<file path="src/rtl/mem_arbiter_if.sv">
// Request/done handshake of the fetch and memory stages plus the shared memory port.
// The arbiter connects through the slave modport; the pipeline and memory side use master.
interface mem_arbiter_if #(
  parameter int AW = 16,
  parameter int DW = 16
);
  logic          IReq;
  logic [AW-1:0] IAddr;
  logic          IFlush;
  logic          DRd;
  logic          DWr;
  logic [AW-1:0] DAddr;
  logic [DW-1:0] DWrData;
  logic          IDone;
  logic [DW-1:0] IData;
  logic          DDone;
  logic [DW-1:0] DData;
  logic          IStall;
  logic          DStall;
  logic          MemEn;
  logic          MemWr;
  logic [AW-1:0] MemAddr;
  logic [DW-1:0] MemWrData;
  logic          MemDone;
  logic [DW-1:0] MemRdData;
  logic          Err;

  modport slave (
    input  IReq, IAddr, IFlush, DRd, DWr, DAddr, DWrData, MemDone, MemRdData,
    output IDone, IData, DDone, DData, IStall, DStall,
    output MemEn, MemWr, MemAddr, MemWrData, Err
  );

  modport master (
    output IReq, IAddr, IFlush, DRd, DWr, DAddr, DWrData, MemDone, MemRdData,
    input  IDone, IData, DDone, DData, IStall, DStall,
    input  MemEn, MemWr, MemAddr, MemWrData, Err
  );
endinterface

</file>
<file path="src/rtl/mem_arbiter.sv">
// Shares one multi-cycle memory between fetch (I) and memory stage (D), D first,
// with fetch cancellation on flush and a sticky watchdog on memory responses.
module mem_arbiter #(
  parameter int AW      = 16,
  parameter int DW      = 16,
  parameter int TIMEOUT = 31
) (
  input  logic          clk,
  input  logic          rst,
  mem_arbiter_if.slave  bus
);

  localparam int TW = $clog2(TIMEOUT + 1);

  typedef enum logic [1:0] {IDLE, DBUSY, IBUSY} ArbState;

  ArbState       state;
  ArbState       stateNext;
  logic          memEn;
  logic          memWr;
  logic [AW-1:0] memAddr;
  logic [DW-1:0] memWrData;
  logic          dropFlag;
  logic [TW-1:0] timer;
  logic          err;
  logic          dReq;
  logic          grantD;
  logic          grantI;
  logic          leaveBusy;
  logic          timeoutHit;

  // State register; a reset mid-access simply abandons the transfer.
  always_ff @(posedge clk or negedge rst) begin
    if (!rst) begin
      state <= IDLE;
    end else begin
      state <= stateNext;
    end
  end

  // Grant decisions in IDLE and exit conditions (completion or watchdog) while busy.
  always_comb begin
    stateNext  = state;
    dReq       = bus.DRd | bus.DWr;
    grantD     = 1'b0;
    grantI     = 1'b0;
    leaveBusy  = 1'b0;
    timeoutHit = 1'b0;
    unique case (state)
      IDLE: begin
        if (dReq) begin
          grantD    = 1'b1;
          stateNext = DBUSY;
        end else if (bus.IReq && !bus.IFlush) begin
          grantI    = 1'b1;
          stateNext = IBUSY;
        end
      end
      DBUSY, IBUSY: begin
        if (bus.MemDone) begin
          leaveBusy = 1'b1;
          stateNext = IDLE;
        end else if (timer == TW'(TIMEOUT)) begin
          leaveBusy  = 1'b1;
          timeoutHit = 1'b1;
          stateNext  = IDLE;
        end
      end
      default: stateNext = IDLE;
    endcase
  end

  // Memory command registers, watchdog timer, flush drop flag and sticky error.
  always_ff @(posedge clk or negedge rst) begin
    if (!rst) begin
      memEn     <= 1'b0;
      memWr     <= 1'b0;
      memAddr   <= '0;
      memWrData <= '0;
      dropFlag  <= 1'b0;
      timer     <= '0;
      err       <= 1'b0;
    end else begin
      memEn <= grantD | grantI;
      if (grantD) begin
        memWr     <= bus.DWr;
        memAddr   <= bus.DAddr;
        memWrData <= bus.DWrData;
      end else if (grantI) begin
        memWr   <= 1'b0;
        memAddr <= bus.IAddr;
      end
      if (grantD || grantI) begin
        timer <= '0;
      end else if (state != IDLE) begin
        timer <= timer + 1'b1;
      end
      if (timeoutHit) begin
        err <= 1'b1;
      end
      if (leaveBusy) begin
        dropFlag <= 1'b0;
      end else if (state == IBUSY && bus.IFlush) begin
        dropFlag <= 1'b1;
      end
    end
  end

  // A flushed fetch still completes at the memory, but its result never reaches the pipeline.
  assign bus.DDone     = (state == DBUSY) && bus.MemDone;
  assign bus.IDone     = (state == IBUSY) && bus.MemDone && !dropFlag && !bus.IFlush;
  assign bus.DData     = bus.DDone ? bus.MemRdData : '0;
  assign bus.IData     = bus.IDone ? bus.MemRdData : '0;
  assign bus.IStall    = bus.IReq & ~bus.IDone & ~bus.IFlush;
  assign bus.DStall    = (bus.DRd | bus.DWr) & ~bus.DDone;
  assign bus.MemEn     = memEn;
  assign bus.MemWr     = memWr;
  assign bus.MemAddr   = memAddr;
  assign bus.MemWrData = memWrData;
  assign bus.Err       = err;

endmodule
</file>
<file path="src/flat_wrapper.sv">
// flat-port wrapper written by rule: the top's interface ports become plain ports
module mem_arbiter_flat 
#(
  parameter int AW      = 16,
  parameter int DW      = 16,
  parameter int TIMEOUT = 31
)
  (clk, rst, bus_IReq, bus_IAddr, bus_IFlush, bus_DRd, bus_DWr, bus_DAddr, bus_DWrData, bus_MemDone, bus_MemRdData, bus_IDone, bus_IData, bus_DDone, bus_DData, bus_IStall, bus_DStall, bus_MemEn, bus_MemWr, bus_MemAddr, bus_MemWrData, bus_Err);
  mem_arbiter_if #(.AW(AW), .DW(DW)) bus_i ();
  input  logic clk;
  input  logic rst;
  input wire logic [$bits(bus_i.IReq)-1:0] bus_IReq;
  input wire logic [$bits(bus_i.IAddr)-1:0] bus_IAddr;
  input wire logic [$bits(bus_i.IFlush)-1:0] bus_IFlush;
  input wire logic [$bits(bus_i.DRd)-1:0] bus_DRd;
  input wire logic [$bits(bus_i.DWr)-1:0] bus_DWr;
  input wire logic [$bits(bus_i.DAddr)-1:0] bus_DAddr;
  input wire logic [$bits(bus_i.DWrData)-1:0] bus_DWrData;
  input wire logic [$bits(bus_i.MemDone)-1:0] bus_MemDone;
  input wire logic [$bits(bus_i.MemRdData)-1:0] bus_MemRdData;
  output wire logic [$bits(bus_i.IDone)-1:0] bus_IDone;
  output wire logic [$bits(bus_i.IData)-1:0] bus_IData;
  output wire logic [$bits(bus_i.DDone)-1:0] bus_DDone;
  output wire logic [$bits(bus_i.DData)-1:0] bus_DData;
  output wire logic [$bits(bus_i.IStall)-1:0] bus_IStall;
  output wire logic [$bits(bus_i.DStall)-1:0] bus_DStall;
  output wire logic [$bits(bus_i.MemEn)-1:0] bus_MemEn;
  output wire logic [$bits(bus_i.MemWr)-1:0] bus_MemWr;
  output wire logic [$bits(bus_i.MemAddr)-1:0] bus_MemAddr;
  output wire logic [$bits(bus_i.MemWrData)-1:0] bus_MemWrData;
  output wire logic [$bits(bus_i.Err)-1:0] bus_Err;
  assign bus_i.IReq = bus_IReq;
  assign bus_i.IAddr = bus_IAddr;
  assign bus_i.IFlush = bus_IFlush;
  assign bus_i.DRd = bus_DRd;
  assign bus_i.DWr = bus_DWr;
  assign bus_i.DAddr = bus_DAddr;
  assign bus_i.DWrData = bus_DWrData;
  assign bus_i.MemDone = bus_MemDone;
  assign bus_i.MemRdData = bus_MemRdData;
  assign bus_IDone = bus_i.IDone;
  assign bus_IData = bus_i.IData;
  assign bus_DDone = bus_i.DDone;
  assign bus_DData = bus_i.DData;
  assign bus_IStall = bus_i.IStall;
  assign bus_DStall = bus_i.DStall;
  assign bus_MemEn = bus_i.MemEn;
  assign bus_MemWr = bus_i.MemWr;
  assign bus_MemAddr = bus_i.MemAddr;
  assign bus_MemWrData = bus_i.MemWrData;
  assign bus_Err = bus_i.Err;
  mem_arbiter #(.AW(AW), .DW(DW), .TIMEOUT(TIMEOUT)) u_core (.clk(clk), .rst(rst), .bus(bus_i));
endmodule
</file>
<file path="config.mk">
export PLATFORM = sky130hd
export DESIGN_NAME = mem_arbiter_flat
export DESIGN_NICKNAME = d
export VERILOG_FILES = /design/src/rtl/mem_arbiter_if.sv /design/src/rtl/mem_arbiter.sv /design/src/flat_wrapper.sv
export SDC_FILE = /design/constraint.sdc
export NUM_CORES = 1
export LEC_CHECK = 0
export ABC_AREA = 0
export BUFFER_PORTS_ARGS = -buffer_cell sky130_fd_sc_hd__clkbuf_2
export CAP_MARGIN = 20
export CORE_AREA = 2 2 75 77
export CTS_CLUSTER_DIAMETER = 200
export DETAILED_ROUTE_END_ITERATION = 10
export DIE_AREA = 0 0 77 79
export PLACE_DENSITY_LB_ADDON = 0.15
export REMOVE_ABC_BUFFERS = 1
export SYNTH_ARGS = -nofsm -noshare
export SYNTH_HDL_FRONTEND = slang
export SYNTH_SLANG_ARGS = --single-unit
</file>
<file path="constraint.sdc">
create_clock -name clk -period 2.03 [get_ports clk]
set_input_delay 0.203 -clock clk [delete_from_list [all_inputs] [get_ports clk]]
set_output_delay 0.203 -clock clk [all_outputs]
set_load 0.01 [all_outputs]
</file>
Yosys cells after proc, flatten, opt, wreduce, memory -nomap -nowiden
Index checks and enable logic that the tools add are counted.

storage, ports and cells
  register bits = 43
  bits in latches = 0
  memory bits (writable) = 0
  ROM bits = 0
  memories kept = 0

operators by class
  $add $sub $neg = 1
  multipliers = 0
  div/mod/pow operators = 0
  magnitude comparators = 0
  equality and inequality tests = 5
  shift operators = 0
  muxes and demuxes = 25
  bitwise gates (word level) = 8
  reduce and logical (&&, ||, !) cells = 16

operator list
  cell                   number
  $mux W16               4
  $mux W1                14
  $mux W5                2
  $mux W2                4
  $reduce_bool A2 Y1     4
  $logic_and A1 B1 Y1    6
  $add A5 B1 Y5 const B  1
  $eq A5 B5 Y1 const B   1
  $pmux W2 S2            1
  $and A1 B1 Y1          3
  $ne A3 B1 Y1 const B   1
  $ne A3 B2 Y1 const B   1
  $not A1 Y1             3
  $eq A2 B1 Y1 const B   1
  $eq A2 B2 Y1 const B   1
  $logic_not A1 Y1       2
  $logic_not A2 Y1       1
  $or A1 B1 Y1           2
  $reduce_and A2 Y1      1
  $reduce_or A2 Y1       1
  $logic_or A1 B1 Y1     1

Depth between registers and ports, before layout
Gate-level depths: netlist of run 1.

  depth after elaboration = 7
  gate-level depth with buffers = 8
  depth with buffers taken out = 6

Least setup slack after synthesis of run 1
No wires, ideal clock.

  kind = register to register
  start point = register u_core.timer[0]
  end point = register u_core.state[0]
  setup time = 121 ps
  arrival = 1662 ps
  required time = 1909 ps
  slack = 247 ps
  cell stages (with the launch flop) = 6
  path buffers = 0
  clock period less this slack = 1783 ps
  path through = dfrtp_1 -> ha_1 -> and3_1 -> ha_1 -> or3b_2 -> a22o_1

on the way
  longest elaborated chain between the ends = 3

ends and longest elaborated chain
  item                                RTL line           RTL
  start, declared                     mem_arbiter.sv:24  logic [TW-1:0] timer;
  start signal, assigned              mem_arbiter.sv:96  timer <= timer + 1'b1;
  $eq A5 B5 Y1                        mem_arbiter.sv:63  end else if (timer == TW'(TIMEOUT)) begin
  $ne A3 B2 Y1 (no source line)       -
  $reduce_and A2 Y1 (no source line)  -
  end signal, assigned                mem_arbiter.sv:37  state <= stateNext;
  end, declared                       mem_arbiter.sv:17  ArbState state;

No other way between the ends.
A chain may end at the register's enable or synchronous reset.

Worst setup path in the final report of run 1
  start point = register u_core.state[0]
  end point = output port bus_IData[7]

on the way
  longest elaborated chain between the ends = 5

ends and longest elaborated chain
  item                              RTL line            RTL
  $eq A2 B2 Y1                      mem_arbiter.sv:111  assign bus.IDone = (state == IBUSY) && bus.MemDone && !dropFlag && !bus.IFlush;
  $logic_and A1 B1 Y1 (3 in a row)  mem_arbiter.sv:111
  $mux W16                          mem_arbiter.sv:113  assign bus.IData = bus.IDone ? bus.MemRdData : '0;
  end, declared                     flat_wrapper.sv:22  output wire logic [$bits(bus_i.IData)-1:0] bus_IData;

No other way between the ends.

==> results of run 1 <==
registers in the layout (all words and copies together), names as in the netlist:
name	count
u_core.bus.MemWr	1
u_core.bus.MemWrData	16
u_core.bus.MemAddr	16
u_core.bus.Err	1
u_core.state	2
u_core.bus.MemEn	1
u_core.timer	5
u_core.dropFlag	1
area by class of cell:
cell class	count	share of cell area
well taps	72	0.0301
flip-flops and latches	43	0.360
repair buffers	148	0.254
inverters	5	0.00627
multi-input cells	120	0.312
clock inverters	3	0.0146
clock buffers	5	0.0230
where the power goes:
group | total [W] | internal (W) | switching [W] | leakage (nW)
Combinational | 0.00168 | 0.000822 | 0.000855 | 1.13
Clock | 0.000661 | 0.000366 | 0.000295 | 0.0581
Sequential | 0.00146 | 0.00124 | 0.000217 | 0.525
Total | 0.00380 | 0.00243 | 0.00137 | 1.71
worst max-delay path: cells and delay by family (launching register included):
| kind | cells | cell delay, ps |
|---|---|---|
| DFF | 1 | 410 |
| adders and majority gates | 1 | 190 |
| buffers and inverters | 2 | 220 |
| and+or+nand+nor | 2 | 570 |
metal layers:
metal  routed length, um  global-route usage  vias to the layer above
met5                   0                   0                        -
met1                2450               0.241                      889
met3                 261              0.0398                        8
li1                    -                   -                      944
met4                  73              0.0554                        0
met2                2700               0.304                       65
through the flow:
stage	total power, W	hold slack [ps]	cell area, um^2	util
6_report	0.00380	121	2990	0.560
5_1_grt	0.00407	116	2990	0.560
4_1_cts	0.00385	111	2990	0.560
3_5_place_dp	0.00318	146	2870	0.538
3_3_place_gp	0.00314	151	2870	0.538
2_1_floorplan	0.00241	-92.6	2030	-
how the worst min path moves through the flow:
stage / end / start
after floorplan: u_core.bus.Err / rst
after global placement: u_core.bus.MemWrData[1] / rst
after detailed placement: u_core.bus.MemWrData[1] / rst
after CTS: u_core.bus.MemWrData[3] / bus_DWrData[3]
after global routing: u_core.bus.MemWrData[3] / bus_DWrData[3]
final: u_core.bus.MemWrData[3] / bus_DWrData[3]
cell families (layout without fill, tap and decap cells):
| kind of cell | count (synthesis) | count (layout) | share of synthesized area |
|---|---|---|---|
| XOR/XNOR | 1 | 1 | 0.00419 |
| adder cells (fa/ha/maj) | 5 | 5 | 0.0299 |
| flip-flops | 43 | 43 | 0.514 |
| AND/OR/NAND/NOR | 68 | 68 | 0.205 |
| buffers and inverters | 16 | 161 | 0.0395 |
| AO/OA/AOI/OAI | 30 | 30 | 0.121 |
| multiplexers | 16 | 16 | 0.0861 |
Yosys cell counts:
master    instances  area [um^2]
mux2_2           13          146
nor3b_2           1         12.5
and4bb_2          1         12.5
or2_2             1         6.26
ha_1              5         62.6
o21ai_1           1         5.00
mux2_1            3         33.8
nor2_2            1         6.26
nand4b_1          1         8.76
nor2_1            5         18.8
or3b_1            1         8.76
a22o_1            4         35.0
xnor2_1           1         8.76
nor2b_1           1         6.26
dfrtp_1          43         1080
nand2b_1          1         6.26
and3_1           33          206
nand3_1           1         5.00
and2_1           17          106
buf_6             2         22.5
buf_4             1         7.51
inv_1             4         15.0
inv_2             1         3.75
and2b_1           1         7.51
a21o_1            1         7.51
o21bai_1          1         7.51
nand2_1           2         7.51
a21oi_1           3         15.0
a221o_1          16          160
buf_2             3         15.0
or3b_2            1         8.76
o21a_1            1         7.51
o21ai_0           2         10.0
clkbuf_1          5         18.8
a31oi_1           1         6.26
timing repair:
item,CTS,global route
endpoints found under the setup margin,0,0
hold buffers,1,0
endpoints found under the hold margin,14,0
==> results.json, run 1 <==
{
  "final_layout_size_suffix_gt1_frac": 0.537,
  "worstPathRequired_ps": 1830,
  "num_rows": 27,
  "clock.fmax_mhz": 535,
  "initial_utilization": 0.392,
  "antenna_found_initial": 0,
  "fin_tns_setup_ps": 0,
  "hold_viol_final": 0,
  "worstPathMaxFanout": 17,
  "worst_slew_pin_slew_ps": 625,
  "arrival_ps": 1670,
  "cts_buffers": 5,
  "route.detailed.drc": 0,
  "cp-start-kind": "register",
  "antenna_cells": 0,
  "root_buffer": "clkbuf_8",
  "maxSlewViolCount": 0,
  "synth_cells": 179,
  "ff2ff_path_depth": 5,
  "grt_pass1_vias": 1869,
  "yosysWarningCount": 0,
  "cts.repair.resized": 0,
  "criticalPathCategory": "reg2out",
  "nFillCells": 518,
  "final_cell_mix": "141 x clkbuf_2, 43 x dfrtp_1, 33 x and3_1",
  "path_cells": "inv_1, ha_1, and4bb_2, and2_1, clkbuf_2",
  "reg2reg_from": "u_core.timer[0]",
  "ff2ff_setup_slack_ps": 170,
  "dr_total_vias": 1906,
  "place_congestion": 0.781,
  "layout_setup_ws_ps": 159,
  "worstHoldPathType": "in2reg",
  "htree_levels": 2,
  "layout.nets": 399,
  "status": "completed",
  "dr.pass1.iters": 4,
  "io_pins": 142,
  "seq_area_mm2": 0.00108,
  "maxSlewHeadroom": 0.583,
  "post-cts-setup-buffer-count": 0,
  "fin_crit_ps": 1870,
  "syn_avg_cell_area_um2": 11.7,
  "end_kind": "primary output",
  "dp.cells": 387,
  "grt_max_degree": 23,
  "rsz0062_at_grt": "no",
  "leakagePower_nw": 1.71,
  "dr.first_iter.drc_count": 89,
  "crit_slowest_cell": "dfrtp_1",
  "peakVddDrop_mv": 0.645,
  "clock_sinks": 43,
  "wire_per_inst_um": 13.8,
  "die_y_um": 79,
  "tritoncts": "done",
  "max-cap-violations": 0,
  "critPathLaunch": "u_core.state[0]",
  "dp_hpwl_mm": 4.22,
  "totalWireLength_mm": 5.48,
  "overflow": 0,
  "clk_latency_ps": 290,
  "whs_path_depth": 2,
  "synth-seq-area-share": 0.514,
  "power_density_mw_per_mm2": 1270,
  "finalNonFillerCells": 396,
  "die-area_mm2": 0.00608,
  "core_area_mm2": 0.00534,
  "clock_path_buffers": 2,
  "ys_types": 35,
  "routed_via_density": 4.81,
  "grt_pass1_wl_mm": 8.89,
  "crit_path_max_incr_delay_ps": 410,
  "r2r_end": "u_core.state[0]",
  "ant_nets": 0,
  "multi_input_area_um2": 933,
  "ys_seq_elements": 43,
  "setup_viol": 0,
  "grt_usage": 0.183,
  "die_w_um": 77,
  "path_clk_slew_ps": 80,
  "area_growth_pct": 43.0,
  "syn_area_mm2": 0.00209,
  "finalCritPeriodShare": 0.922,
  "skew_ps": 4.76,
  "timing.critical_path.to": "bus_IData[7]",
  "port_buffers": 141,
  "final_common_cell": "clkbuf_2",
  "pre_cts_slack_ps": 189
}
(Power assumes the default switching activity.)
==> run 2, diff against run 1 <==
--- a/config.mk
+++ b/config.mk
@@ -8,10 +8,10 @@
 export ABC_AREA = 0
 export BUFFER_PORTS_ARGS = -buffer_cell sky130_fd_sc_hd__clkbuf_2
 export CAP_MARGIN = 20
-export CORE_AREA = 2 2 75 77
+export CORE_AREA = 2 2 72 74
 export CTS_CLUSTER_DIAMETER = 200
 export DETAILED_ROUTE_END_ITERATION = 10
-export DIE_AREA = 0 0 77 79
+export DIE_AREA = 0 0 74 76
 export PLACE_DENSITY_LB_ADDON = 0.15
 export REMOVE_ABC_BUFFERS = 1
 export SYNTH_ARGS = -nofsm -noshare
==> constraint.sdc (replaced) <==
create_clock -name clk -period 2.3 [get_ports clk]
set_input_delay 0.23 -clock clk [delete_from_list [all_inputs] [get_ports clk]]
set_output_delay 0.23 -clock clk [all_outputs]
set_load 0.01 [all_outputs]
==> run 2 against run 1 <==
Cell area down 0.67%. Total power down 13%. Clock skew up 1.5 ps. Count of clock-buffer cells in the layout up 1. First-iteration DRC count down 42%. Combinational power down 14%. Sequential cell count unchanged. Final cell count down 1.0%. Critical endpoint is now bus_IData[11]. Largest cell class unchanged. Highest routed layer unchanged.
==> results.json, run 2 (same netlist as run 1, synthesis figures left out) <==
{
  "worstPathRequired_ps": 2070,
  "maxSlewViolCount": 0,
  "peakVddDrop_mv": 0.634,
  "skew_ps": 6.21,
  "hold_start": "bus_DWrData[1]",
  "clock.fmax_mhz": 526,
  "crit_path_max_incr_delay_ps": 410,
  "grt_pass1_wl_mm": 8.82,
  "nFillCells": 450,
  "place_area_mm2": 0.00286,
  "holdWs_ps": 155,
  "power_switching_share": 0.356,
  "wire_per_inst_um": 13.8,
  "leakagePower_nw": 1.70,
  "clock_path_buffers": 2,
  "antenna_cells": 0,
  "root_buffer": "clkbuf_8",
  "worstPathMaxFanout": 17,
  "worst-path-buf-inv": 2,
  "status": "completed",
  "initial_utilization": 0.426,
  "grt_max_degree": 28,
  "clock_power_share": 0.170,
  "ff2ff_path_depth": 5,
  "routed_via_density": 4.82,
  "rsz0062_at_grt": "no",
  "fin_crit_ps": 1900,
  "criticalPathCategory": "reg2out",
  "grt_usage": 0.201,
  "power_w": 0.00331,
  "htree_levels": 2,
  "antenna_found_initial": 0,
  "ant_nets": 0,
  "clock_sinks": 43,
  "final_cell_mix": "141 x clkbuf_2, 43 x dfrtp_1, 33 x and3_1",
  "final_common_cell": "clkbuf_2",
  "port_buffers": 141,
  "dr.pass1.iters": 4,
  "p_int_w": 0.00213,
  "worst_slew_pin_slew_ps": 656,
  "dr.first_iter.drc_count": 52,
  "die_y_um": 76,
  "dp_hpwl_mm": 4.14,
  "io_pins": 142,
  "critPathTopFamily": "simple AND/OR/NAND/NOR gates",
  "power_density_mw_per_mm2": 1110,
  "path_clk_slew_ps": 80,
  "end_kind": "primary output",
  "finalCritPeriodShare": 0.826,
  "ff2ff_setup_slack_ps": 430,
  "p_switching_w": 0.00118,
  "seqPwrFrac": 0.391,
  "fin_util": 0.605,
  "maxSlewHeadroom": 0.563,
  "arrival_ps": 1670,
  "worstHoldPathType": "in2reg",
  "setup_viol": 0,
  "totalWireLength_mm": 5.41,
  "dr_total_vias": 1891,
  "grt_pass1_vias": 1888,
  "reg2reg_from": "u_core.timer[0]",
  "fin_tns_setup_ps": 0,
  "finalInstanceArea_mm2": 0.00297,
  "cp-start-kind": "register",
  "route.detailed.drc": 0,
  "r2r_end": "u_core.state[0]",
  "path_cells": "inv_1, ha_1, and4bb_2, and2_1, clkbuf_2",
  "pwr-share-comb": 0.439,
  "hold_viol_final": 0,
  "final_layout_size_suffix_gt1_frac": 0.531,
  "die_w_um": 74,
  "cts_buffers": 5,
  "whs_path_depth": 2,
  "tritoncts": "done",
  "crit_slowest_cell": "and4bb_2",
  "layout.nets": 398,
  "overflow": 0,
  "min_to": "u_core.bus.MemWrData[1]",
  "max-cap-violations": 0,
  "core_area_mm2": 0.00491,
  "die-area_mm2": 0.00562,
  "area_growth_pct": 42.0,
  "num_rows": 26,
  "clk_latency_ps": 290,
  "place_congestion": 0.772
}
-- run 2: cell count changes in the layout (fill, tap and decap cells not counted) --
cell,change
clkinv_2,-1
clkinv_4,-1
buf_4,-1
clkbuf_1,+1
-- run 2: metrics by stage --
stage	cells	setup WS, ps
CTS	392	393
detailed placement	384	451
floorplan	168	241
global placement	384	478
finish	392	400
global route	392	293
-- run 2: metal layers --
layer / vias up / global-route usage / share of wire
li1: 940 / - / -
met1: 859 / 0.259 / 0.43
met2: 86 / 0.329 / 0.48
met3: 6 / 0.0529 / 0.077
met4: 0 / 0.0545 / 0.012
met5: - / 0 / 0
-- run 2: power groups by stage --
stage	registers, W	clock network, W	logic (W)
after floorplan	0.00142	0	0.000703
after global placement	0.00129	0	0.00145
after detailed placement	0.00131	0	0.00148
after CTS	0.00130	0.000578	0.00148
after global routing	0.00134	0.000614	0.00160
final	0.00129	0.000563	0.00145
-- run 2: worst max path at each step --
stage                    startpoint                 endpoint  slack [ps]  cells past startpoint
floorplan           u_core.state[0]  u_core.bus.MemWrData[0]         240                      5
global placement    u_core.timer[0]          u_core.state[0]         480                      5
detailed placement  u_core.timer[0]          u_core.state[0]         450                      5
CTS                 u_core.state[0]            bus_IData[13]         390                      5
global route        u_core.state[0]             bus_IData[6]         290                      5
finish              u_core.state[0]            bus_IData[11]         400                      5
-- run 2: final cells by class --
cell class	count	area, um^2	area share
multi-input cells	120	933	0.314
repair buffers	147	753	0.253
inverters	5	18.8	0.00632
well taps	70	87.6	0.0295
clock buffers	6	72.6	0.0244
flip-flops and latches	43	1080	0.362
clock inverters	1	30.0	0.0101
-- run 2: repair_timing --
action,CTS,global route
gates resized for setup,0,0
hold buffers,1,0
setup endpoints to repair,0,0
setup buffers,0,0
endpoints found under the hold margin,25,0
==> run 3, diff against run 2 <==
--- a/config.mk
+++ b/config.mk
@@ -8,10 +8,10 @@
 export ABC_AREA = 0
 export BUFFER_PORTS_ARGS = -buffer_cell sky130_fd_sc_hd__clkbuf_2
 export CAP_MARGIN = 20
-export CORE_AREA = 2 2 72 74
+export CORE_AREA = 2 2 75 77
 export CTS_CLUSTER_DIAMETER = 200
 export DETAILED_ROUTE_END_ITERATION = 10
-export DIE_AREA = 0 0 74 76
+export DIE_AREA = 0 0 77 79
 export PLACE_DENSITY_LB_ADDON = 0.15
 export REMOVE_ABC_BUFFERS = 1
 export SYNTH_ARGS = -nofsm -noshare
==> constraint.sdc (replaced) <==
create_clock -name clk -period 1.8 [get_ports clk]
set_input_delay 0.18 -clock clk [delete_from_list [all_inputs] [get_ports clk]]
set_output_delay 0.18 -clock clk [all_outputs]
set_load 0.01 [all_outputs]
==> run 3 against run 2 <==
First-iteration DRC count grew 65%. Clock skew increased by 3.7 ps. Count of clock-buffer cells in the layout down 1. Critical endpoint is now u_core.state[0].
==> results.json, run 3 (same netlist as run 1, synthesis figures left out) <==
{
  "layout_setup_ws_ps": 92.0,
  "antenna_found_initial": 0,
  "port_buffers": 141,
  "maxSlewHeadroom": 0.601,
  "clock.fmax_mhz": 585,
  "io_pins": 142,
  "nFillCells": 507,
  "route.detailed.drc": 0,
  "arrival_ps": 1890,
  "place_congestion": 0.776,
  "wl_met3_um": 296,
  "rsz0062_at_grt": "yes",
  "worst_slew_pin_slew_ps": 598,
  "maxSlewViolCount": 0,
  "end_kind": "register",
  "worst-path-buf-inv": 0,
  "clk_latency_ps": 300,
  "tritoncts": "done",
  "post-cts-setup-buffer-count": 0,
  "final_cell_mix": "141 x clkbuf_2, 43 x dfrtp_1, 33 x and3_1",
  "totalWireLength_mm": 5.72,
  "top_layer": "met4",
  "die-area_mm2": 0.00608,
  "overflow": 0,
  "fin_crit_ps": 1710,
  "criticalPathCategory": "reg2reg",
  "crit_slowest_cell": "dfrtp_1",
  "path_clk_slew_ps": 90,
  "power_density_mw_per_mm2": 1430,
  "worstHoldPathType": "in2reg",
  "dr_total_vias": 1925,
  "skew_ps": 9.95,
  "peakVddDrop_mv": 0.719,
  "cts_buffers": 5,
  "ant_nets": 0,
  "cp-start-kind": "register",
  "crit_path_max_incr_delay_ps": 390,
  "critPathTopFamily": "simple AND/OR/NAND/NOR gates",
  "status": "completed",
  "antenna_cells": 0,
  "grt_pass1_wl_mm": 9.18,
  "grt_max_degree": 44,
  "setup_viol": 0,
  "root_buffer": "clkbuf_8",
  "wire_per_inst_um": 14.4,
  "layout.nets": 401,
  "dp_hpwl_mm": 4.16,
  "finalCritPeriodShare": 0.949,
  "path_cells": "ha_1, and3_1, ha_1, or3b_4, a22o_1",
  "grt_pass1_vias": 1899,
  "core_area_mm2": 0.00534,
  "routed_via_density": 4.84,
  "worstPathRequired_ps": 1980,
  "final_layout_size_suffix_gt1_frac": 0.555,
  "fin_util": 0.575,
  "hold_viol_final": 0,
  "clock_sinks": 43,
  "num_rows": 27,
  "wl_met1_mm": 2.49,
  "final_common_cell": "clkbuf_2",
  "worstPathMaxFanout": 4,
  "die_w_um": 77,
  "max-cap-violations": 0,
  "grt_usage": 0.188,
  "pre_cts_slack_ps": -12.8,
  "dr.pass1.iters": 4,
  "leakagePower_nw": 1.73,
  "dr.first_iter.drc_count": 86,
  "initial_utilization": 0.392,
  "fin_tns_setup_ps": 0,
  "path_common_cell": "ha_1",
  "route.met2.wl_mm": 2.89,
  "area_growth_pct": 46.8,
  "clock_path_buffers": 2,
  "die_y_um": 79,
  "htree_levels": 2
}
[run 3: cell count changes in the layout (fill, tap and decap cells not counted), sizes merged]
cell	before	now
and4bb	1	3
clkinv	0	2
buf	5	6
clkbuf	147	146
[run 3: cell type report]
class / instances / area [um^2] / share of cell area
inverter: 5 / 18.8 / 0.00611
timing repair buffer: 148 / 786 / 0.256
clock inverter: 3 / 43.8 / 0.0143
tap: 72 / 90.1 / 0.0293
clock buffer: 5 / 68.8 / 0.0224
sequential: 43 / 1080 / 0.350
multi-input combinational: 122 / 987 / 0.322
[run 3: per-stage QoR]
| step | hold slack [ps] | cells | area (um^2) | power (W) |
|---|---|---|---|---|
| after global routing | 88.0 | 398 | 3070 | 0.00468 |
| final | 94.5 | 398 | 3070 | 0.00438 |
| after detailed placement | 289 | 387 | 2890 | 0.00362 |
| after global placement | 286 | 387 | 2890 | 0.00357 |
| after CTS | 86.4 | 397 | 3040 | 0.00440 |
| after floorplan | -116 | 168 | 2030 | 0.00272 |
[run 3: power breakdown]
group          internal (W)  switching, W  total [W]
Clock              0.000413      0.000329   0.000742
Combinational      0.000992      0.000994    0.00199
Sequential          0.00140      0.000248    0.00165
[run 3: worst register-to-register path, delay by kind of cell, from the launching register on]
family          cells  cell delay (ps)
fa+ha+maj           2              390
flops               1              390
compound gates      1              240
simple gates        2              570
[run 3: worst paths after layout]
| check | endpoint | slack [ps] | cells after the start | from |
|---|---|---|---|---|
| worst max register to register | u_core.state[0] | 90 | 5 | u_core.timer[0] |
| min in group asynchronous | u_core.bus.MemWrData[1] | 480 | 3 | rst |
| worst min-delay path | u_core.bus.MemWrData[1] | 90 | 2 | bus_DWrData[1] |
| max in group asynchronous | u_core.state[1] | 950 | 3 | rst |
| worst max-delay path | u_core.state[0] | 90 | 5 | u_core.timer[0] |
| worst min register to register | u_core.bus.Err | 490 | 1 | u_core.bus.Err |
[run 3: layer usage]
layer,up-vias,GRT usage
li1,962,-
met1,898,0.241
met2,60,0.324
met3,5,0.0489
met4,0,0.0375
met5,-,0
[run 3: what timing repair did]
action                                 in CTS  in global routing
hold buffers                                1                  0
setup endpoints to repair                  18                 67
gates resized for setup                     4                  5
pin swaps                                   0                  1
cloned                                      1                  1
endpoints found under the hold margin      43                  0
